### config.mk
export PLATFORM = sky130hd
export DESIGN_NAME = mem_bist_ctrl
export DESIGN_NICKNAME = d
export VERILOG_FILES = /design/src/rtl/mem_bist_pkg.sv /design/src/rtl/mem_bist_rd_pipe.sv /design/src/rtl/mem_bist_ctrl.sv
export SDC_FILE = /design/constraint.sdc
export NUM_CORES = 1
export LEC_CHECK = 0
export ABC_CLOCK_PERIOD_IN_PS = 3100
export CAP_MARGIN = 10
export CORE_UTILIZATION = 40
export DETAILED_ROUTE_END_ITERATION = 16
export PLACE_DENSITY = 0.76
export SLEW_MARGIN = 25
export SYNTH_ARGS = -nofsm -noshare
export SYNTH_HDL_FRONTEND = slang
export SYNTH_SLANG_ARGS = --single-unit
### constraint.sdc
create_clock -name clk -period 3.1 [get_ports clk]
set_input_delay 0.465 -clock clk [delete_from_list [all_inputs] [get_ports clk]]
set_output_delay 0.465 -clock clk [all_outputs]
set_load 0.02 [all_outputs]
### src/rtl/mem_bist_pkg.sv
// Shared definitions for the memory self-test sequencer: FSM state encoding,
// pattern selector values and the pattern generator.
package mem_bist_pkg;

  typedef enum logic [2:0] {
    ST_IDLE,
    ST_WRITE,
    ST_READ,
    ST_DRAIN,
    ST_DONE
  } bist_state_e;

  localparam logic PAT_INC = 1'b0;  // data = idx+1
  localparam logic PAT_INV = 1'b1;  // data = ~(idx+1)

  // Working width of the pattern generator; callers truncate to the RAM width.
  localparam int PAT_W = 32;

  // Pattern for one location, given idx+1 already formed by the caller.
  function automatic logic [PAT_W-1:0] pattern(input logic [PAT_W-1:0] idx_p1,
                                               input logic             sel);
    logic [PAT_W-1:0] res;
    case (sel)
      PAT_INC: res = idx_p1;
      PAT_INV: res = ~idx_p1;
      default: res = idx_p1;
    endcase
    return res;
  endfunction

endpackage

### src/rtl/mem_bist_rd_pipe.sv
// Read-expectation pipe: carries {valid, addr, expected} alongside each RAM read
// so that the output stage lines up with the dataR returned for that read.
module mem_bist_rd_pipe
  import mem_bist_pkg::*;
#(
  parameter int RD_LAT    = 1,
  parameter int ADD_WIDTH = 10,
  parameter int DAT_WIDTH = 8
) (
  input  logic                 clk,
  input  logic                 rst,
  input  logic                 flush,
  input  logic                 push,
  input  logic [ADD_WIDTH-1:0] push_addr,
  input  logic [DAT_WIDTH-1:0] push_exp,
  output logic                 out_valid,
  output logic [ADD_WIDTH-1:0] out_addr,
  output logic [DAT_WIDTH-1:0] out_exp
);

  logic [RD_LAT-1:0]    vld_q;
  logic [ADD_WIDTH-1:0] addr_q [RD_LAT];
  logic [DAT_WIDTH-1:0] exp_q  [RD_LAT];

  // Valid bits: cleared on reset or flush, otherwise shifted one stage per cycle.
  always_ff @(posedge clk or posedge rst) begin
    if (rst) begin
      vld_q <= '0;
    end else if (flush) begin
      vld_q <= '0;
    end else begin
      vld_q[0] <= push;
      for (int i = 1; i < RD_LAT; i++) begin
        vld_q[i] <= vld_q[i-1];
      end
    end
  end

  // Payload shift register.
  // NOTE: payload has no reset; it is only ever consumed when its valid bit is set.
  always_ff @(posedge clk) begin
    addr_q[0] <= push_addr;
    exp_q[0]  <= push_exp;
    for (int i = 1; i < RD_LAT; i++) begin
      addr_q[i] <= addr_q[i-1];
      exp_q[i]  <= exp_q[i-1];
    end
  end

  assign out_valid = vld_q[RD_LAT-1];
  assign out_addr  = addr_q[RD_LAT-1];
  assign out_exp   = exp_q[RD_LAT-1];

endmodule

### src/rtl/mem_bist_ctrl.sv
// Memory self-test sequencer: writes a pattern over [addr_start, addr_end),
// reads it back, compares against the expected values and reports the result.
module mem_bist_ctrl
  import mem_bist_pkg::*;
#(
  parameter int ADD_WIDTH = 10,
  parameter int DAT_WIDTH = 8,
  parameter int RD_LAT    = 1,
  parameter int ERR_WIDTH = 16
) (
  input  logic                 clk,
  input  logic                 rst,
  input  logic                 start,
  input  logic                 abort,
  input  logic                 pat_sel,
  input  logic [ADD_WIDTH-1:0] addr_start,
  input  logic [ADD_WIDTH:0]   addr_end,
  output logic [ADD_WIDTH-1:0] add,
  output logic [DAT_WIDTH-1:0] dataW,
  input  logic [DAT_WIDTH-1:0] dataR,
  output logic                 en,
  output logic                 we,
  output logic                 busy,
  output logic                 done,
  output logic                 pass,
  output logic [ERR_WIDTH-1:0] err_cnt,
  output logic [ADD_WIDTH-1:0] fail_addr,
  output logic [DAT_WIDTH-1:0] fail_data
);

  localparam logic [ADD_WIDTH:0] ONE        = {{ADD_WIDTH{1'b0}}, 1'b1};
  localparam logic [2:0]         DRAIN_LAST = 3'(RD_LAT);

  // idx+1 formed at ADD_WIDTH+1 bits, then passed through the pattern generator
  // and truncated to the RAM width.
  function automatic logic [DAT_WIDTH-1:0] pat_of(input logic [ADD_WIDTH:0] i,
                                                  input logic           sel);
    logic [ADD_WIDTH:0] p1;
    logic [PAT_W-1:0]   w;
    p1 = i + ONE;
    w  = pattern({{(PAT_W-ADD_WIDTH-1){1'b0}}, p1}, sel);
    return w[DAT_WIDTH-1:0];
  endfunction

  bist_state_e          state_q, state_d;
  logic [ADD_WIDTH:0]   idx_q, idx_d, idx_inc;
  logic [ADD_WIDTH-1:0] start_q, start_d;
  logic [ADD_WIDTH:0]   end_q, end_d;
  logic                 pat_q, pat_d;
  logic [2:0]           drain_q, drain_d;
  logic                 last_idx;

  logic                 en_d, we_d, busy_d, done_d, pass_d;
  logic [ADD_WIDTH-1:0] add_d;
  logic [DAT_WIDTH-1:0] data_w_d;
  logic                 clear_err, push, flush;

  logic                 pipe_valid;
  logic [ADD_WIDTH-1:0] pipe_addr;
  logic [DAT_WIDTH-1:0] pipe_exp;

  assign idx_inc  = idx_q + ONE;
  assign last_idx = (idx_q == (end_q - ONE));

  mem_bist_rd_pipe #(
    .RD_LAT   (RD_LAT),
    .ADD_WIDTH(ADD_WIDTH),
    .DAT_WIDTH(DAT_WIDTH)
  ) u_rd_pipe (
    .clk      (clk),
    .rst      (rst),
    .flush    (flush),
    .push     (push),
    .push_addr(idx_q[ADD_WIDTH-1:0]),
    .push_exp (pat_of(idx_q, pat_q)),
    .out_valid(pipe_valid),
    .out_addr (pipe_addr),
    .out_exp  (pipe_exp)
  );

  // Next-state and next-output logic; every RAM-facing output is registered.
  // NOTE: every variable gets a default first so no path leaves a latch behind.
  always_comb begin
    state_d   = state_q;
    idx_d     = idx_q;
    start_d   = start_q;
    end_d     = end_q;
    pat_d     = pat_q;
    drain_d   = drain_q;
    en_d      = 1'b0;
    we_d      = 1'b0;
    add_d     = add;
    data_w_d  = dataW;
    busy_d    = busy;
    done_d    = done;
    pass_d    = pass;
    clear_err = 1'b0;
    push      = 1'b0;
    flush     = 1'b0;

    case (state_q)
      ST_IDLE, ST_DONE: begin
        if (start && !abort) begin
          start_d   = addr_start;
          end_d     = addr_end;
          pat_d     = pat_sel;
          clear_err = 1'b1;
          done_d    = 1'b0;
          pass_d    = 1'b0;
          if (addr_end <= {1'b0, addr_start}) begin
            // Empty range: report a trivial pass without touching the RAM.
            state_d = ST_DONE;
            done_d  = 1'b1;
            pass_d  = 1'b1;
          end else begin
            state_d  = ST_WRITE;
            idx_d    = {1'b0, addr_start};
            en_d     = 1'b1;
            we_d     = 1'b1;
            add_d    = addr_start;
            data_w_d = pat_of({1'b0, addr_start}, pat_sel);
            busy_d   = 1'b1;
          end
        end
      end

      ST_WRITE: begin
        en_d = 1'b1;
        if (last_idx) begin
          state_d = ST_READ;
          idx_d   = {1'b0, start_q};
          add_d   = start_q;
        end else begin
          idx_d    = idx_inc;
          we_d     = 1'b1;
          add_d    = idx_inc[ADD_WIDTH-1:0];
          data_w_d = pat_of(idx_inc, pat_q);
        end
      end

      ST_READ: begin
        // The read of idx_q is taken by the RAM on this edge; track its expectation.
        push = 1'b1;
        if (last_idx) begin
          state_d = ST_DRAIN;
          drain_d = '0;
        end else begin
          en_d  = 1'b1;
          idx_d = idx_inc;
          add_d = idx_inc[ADD_WIDTH-1:0];
        end
      end

      ST_DRAIN: begin
        // Wait for the final compare to land in err_cnt before reporting.
        if (drain_q == DRAIN_LAST) begin
          state_d = ST_DONE;
          busy_d  = 1'b0;
          done_d  = 1'b1;
          pass_d  = (err_cnt == '0);
        end else begin
          drain_d = drain_q + 3'd1;
        end
      end

      default: state_d = ST_IDLE;
    endcase

    if (abort && busy) begin
      state_d = ST_IDLE;
      en_d    = 1'b0;
      we_d    = 1'b0;
      busy_d  = 1'b0;
      done_d  = 1'b0;
      push    = 1'b0;
      flush   = 1'b1;
    end
  end

  // FSM, sequencing state and registered outputs.
  // NOTE: sequential state uses <= so every register samples pre-edge values.
  always_ff @(posedge clk or posedge rst) begin
    if (rst) begin
      state_q <= ST_IDLE;
      idx_q   <= '0;
      start_q <= '0;
      end_q   <= '0;
      pat_q   <= 1'b0;
      drain_q <= '0;
      en      <= 1'b0;
      we      <= 1'b0;
      add     <= '0;
      dataW   <= '0;
      busy    <= 1'b0;
      done    <= 1'b0;
      pass    <= 1'b0;
    end else begin
      state_q <= state_d;
      idx_q   <= idx_d;
      start_q <= start_d;
      end_q   <= end_d;
      pat_q   <= pat_d;
      drain_q <= drain_d;
      en      <= en_d;
      we      <= we_d;
      add     <= add_d;
      dataW   <= data_w_d;
      busy    <= busy_d;
      done    <= done_d;
      pass    <= pass_d;
    end
  end

  // Compare returned data; saturating error count, first-failure capture.
  // err_cnt==0 doubles as "no failure captured yet" since it never wraps back.
  always_ff @(posedge clk or posedge rst) begin
    if (rst) begin
      err_cnt   <= '0;
      fail_addr <= '0;
      fail_data <= '0;
    end else if (clear_err) begin
      err_cnt   <= '0;
      fail_addr <= '0;
      fail_data <= '0;
    end else if (pipe_valid && (dataR != pipe_exp)) begin
      if (err_cnt != '1) begin
        err_cnt <= err_cnt + 1'b1;
      end
      if (err_cnt == '0) begin
        fail_addr <= pipe_addr;
        fail_data <= dataR;
      end
    end
  end

endmodule

==> summary.md <==
| Metric | Value |
|---|---|
| Status | finished clean |
| Final ANT Viol Nets | 0 |
| Nature of the critical path startpoint | register |
| Cell mode on critical path | buf_4 |
| Syn_area_per_cell | 9.27 um^2 |
| CP Data Arrival Time | 3.28 ns |
| Clock Tree Buf Depth | 2 |
| Slew @ Worst Pin | 0.617 ns |
| Final setup fails | 0 |
| Fillcell total | 1261 |
| Main area contributors after synthesis | dfrtp_1 38%, xnor2_1 6.7%, dfxtp_1 6.3% |
| DR iter-0 viols | 406 |
| Insertion delay to the later sink of the worst-skew pair | 0.35 ns |
| Net Sw Frac | 0.396 |
| Post-synth EDFFs | 0 |
| Die width | 121 um |
| Syn. warnings | 0 |
| DP Area | 6940 um^2 |
| CP Cell Sequence | inv_1 -> ha_2 -> buf_4 -> nor3b_1 -> a31oi_1 -> nand4b_1 -> or4_4 -> nor3_4 -> buf_4 -> a2bb2oi_1 -> buf_4 -> buf_4 -> o21ai_0 -> o22ai_1 |
| Worst r2r src | end_q[1] |
| Largest stage delay, worst path | 0.55 ns |
| Placeable Area | 13900 um^2 |
| TritonCTS clock tree | yes |
| GRT overflow | 0 |
| Final Max Slew Viols | 0 |
| Via count | 4772 |
| Tightest Hold Check Type | in2async |
| WL/cell | 15.6 um |
| Power Dens Cells | 899 nW/um^2 |
| Post-DP HPWL | 10400 um |
| Ys flop type | dfrtp_1 |
| Period Utilization, post-route | 0.985 |
| Peak VDD IR | 0.000396 V |
| Design area | 7370 um^2 |
| Area grow syn2layout | 29.0% |
| Mapped Area | 5710 um^2 |
| Internal power | 4000 uW |
| Site Rows | 43 |
| Combinational Power Share | 0.478 |
| Largest net degree at the start of global routing | 66 |
| Final Hold Fails | 0 |
| Setup tns final | 0 ns |
| First-pass GRT wire length | 23000 um |
| Inserted Diodes | 0 |
| Crit path max fanout | 9 |
| I/O Buffers | 90 |
| Initial antenna violation count | 0 |
| Drt total wl | 14200 um |
| Vias in the first global route | 4450 |
| Share of layout cells above drive strength 1 | 0.114 |
| Via density | 5.24 |
| Gate Count Post-Synth | 616 |
| Placer Congestion | 0.970 |
| Synth top cells by count | 87 x dfrtp_1, 69 x nand2_1, 59 x nor2_1 |
| Most common cell in the netlist | dfrtp_1 |
| Clock-pin slew on the worst setup and hold paths | 0.07 ns |
| Leakage power total | 0.00338 uW |
| Net Switching | 2620 uW |
| CTS Buf Count | 9 |
| FFs w/ async S/R, synth | 0.829 |
| Leading area contributor after synthesis | dfrtp_1 |
| Fin util | 0.531 |
| Sink Count | 105 |
| Library cells used by synthesis | 58 |
| Worst setup EP type | register |
| Clock group share of total power | 0.182 |
| Critical path class | reg2reg |
| Post-Syn Nets | 669 |
| I/O pin total | 91 |
| Total GRT Usage | 0.201 |
| CTS hold repair buffers | 0 |
| Final Critical Period | 3.05 ns |
| Starting Density | 0.411 |
| Die H | 121 um |
| MaxCap Viol Count | 0 |
| CTS HTree Levels | 3 |
| Drt pass-1 iters | 5 |
| WP data required | 3.32 ns |
| Proportion of netlist area held by the largest area contributor | 0.381 |
| Worst Clk Skew | 0.00811 ns |
| CP max stage cell | or4_4 |
| Clock root cell | clkbuf_16 |
| Slew HR | 0.589 |
| Sequential fraction of the synthesis area | 0.444 |
| Synthesized flop and latch total | 105 |
| Number of remaining DRC errors | 0 |
| Die Footprint | 14800 um^2 |
| Sequential Power Share | 0.339 |
| Final #Nets | 779 |
| WHS | 0.408 ns |
| Worst setup startpoint | end_q[1] |
| Max Clk Rate | 328 MHz |
==> layer usage <==
layer / track usage / share of wire / vias to the layer above
li1: - / - / 2330
met3: 0.0268 / 0.050 / 20
met5: 0 / 0 / -
met2: 0.317 / 0.47 / 158
met4: 0.0710 / 0.017 / 0
met1: 0.282 / 0.46 / 2264
==> area by class of cell <==
class	count	area [um^2]	area share
Clock buffer	12	300	0.0408
Clock inverter	4	28.8	0.00391
Inverter	32	121	0.0165
Multi-Input combinational cell	444	2900	0.394
Sequential cell	105	2540	0.345
Tap cell	180	225	0.0306
Timing Repair Buffer	134	1250	0.170
==> layout by cell type, fill, tap and decap left out, drive strengths merged, types with 2 or more instances in the layout <==
| cell type | synthesis | layout |
|---|---|---|
| nor4 | 5 | 5 |
| xor2 | 23 | 23 |
| mux2 | 5 | 5 |
| mux2i | 22 | 22 |
| clkdlybuf4s50 | 0 | 90 |
| nor3b | 2 | 2 |
| o211ai | 2 | 2 |
| a21oi | 23 | 23 |
| o21ai | 32 | 32 |
| buf | 15 | 44 |
| or3 | 4 | 4 |
| xnor2 | 44 | 44 |
| and2 | 2 | 2 |
| a21o | 7 | 7 |
| nand2 | 69 | 69 |
| nand3 | 25 | 25 |
| ha | 19 | 19 |
| a22o | 3 | 3 |
| clkbuf | 20 | 12 |
| dfrtp | 87 | 87 |
| o22ai | 4 | 4 |
| a211oi | 5 | 5 |
| nand4 | 11 | 11 |
| nand2b | 8 | 8 |
| a31oi | 8 | 8 |
| nor2 | 59 | 59 |
| clkinv | 0 | 3 |
| nor3 | 14 | 14 |
| and3 | 9 | 9 |
| dfxtp | 18 | 18 |
| a22oi | 6 | 6 |
| o31ai | 3 | 3 |
| inv | 32 | 31 |
| or2 | 2 | 2 |
| clkinvlp | 0 | 2 |
| nor2b | 5 | 5 |
| o2bb2ai | 2 | 2 |
| or4 | 4 | 4 |
==> critical path, delay by kind of cell (launching register included) <==
kind	cells	cell delay [ns]
compound gates	4	0.35
fa+ha+maj	1	0.18
buf+inv	5	0.70
flops	1	0.40
simple gates	4	1.30
==> per-stage QoR <==
stage                     setup WS, ns  total power [uW]  cells
after floorplan                  0.158              4260    616
after global placement          0.0895              5250    887
after detailed placement        0.0213              5300    887
after CTS                      0.00657              6530    903
after global routing           -0.0686              7060    911
final                           0.0480              6630    911
==> worst paths after layout <==
path,slack [ns],depth (start not counted),end
worst max-delay path,0.05,14,idx_q[9]
worst min-delay path,0.41,2,err_cnt[5]
worst max register to register,0.05,14,idx_q[9]
worst min register to register,0.47,2,fail_addr[8]
max in group asynchronous,1.99,3,end_q[4]
min in group clk,0.47,2,fail_addr[8]
==> sequential cells by signal, indices dropped and copies added (netlist names), 8 cells and up <==
name,cells
end_q,11
add,9
dataW,8
u_rd_pipe.exp_q,8
fail_addr,10
start_q,10
fail_data,8
err_cnt,16
u_rd_pipe.addr_q,10
==> power by group through the flow <==
stage          sequential (uW)  clock, uW  combinational, uW
6_report                  2250       1210               3170
5_1_grt                   2310       1290               3460
4_1_cts                   2250       1230               3050
3_5_place_dp              2270          0               3030
3_3_place_gp              2260          0               2990
2_1_floorplan             2230          0               2030
==> logic make-up after synthesis <==
kind of cell               count (synthesis)  share of synthesized area
and+or+nand+nor                          225                      0.193
xor gates and xnor gates                  67                      0.103
muxes                                     27                     0.0484
adders and majority gates                 19                     0.0416
AOI/OAI and AO/OA                        106                      0.117
DFF                                      105                      0.444
buffers and inverters                     67                     0.0532
==> timing repair <==
item                                    CTS  global route
setup buffers                             0             8
gates resized for setup                   0            10
endpoints found under the setup margin    0             6
No activity file was read; power rests on OpenSTA's default activity.
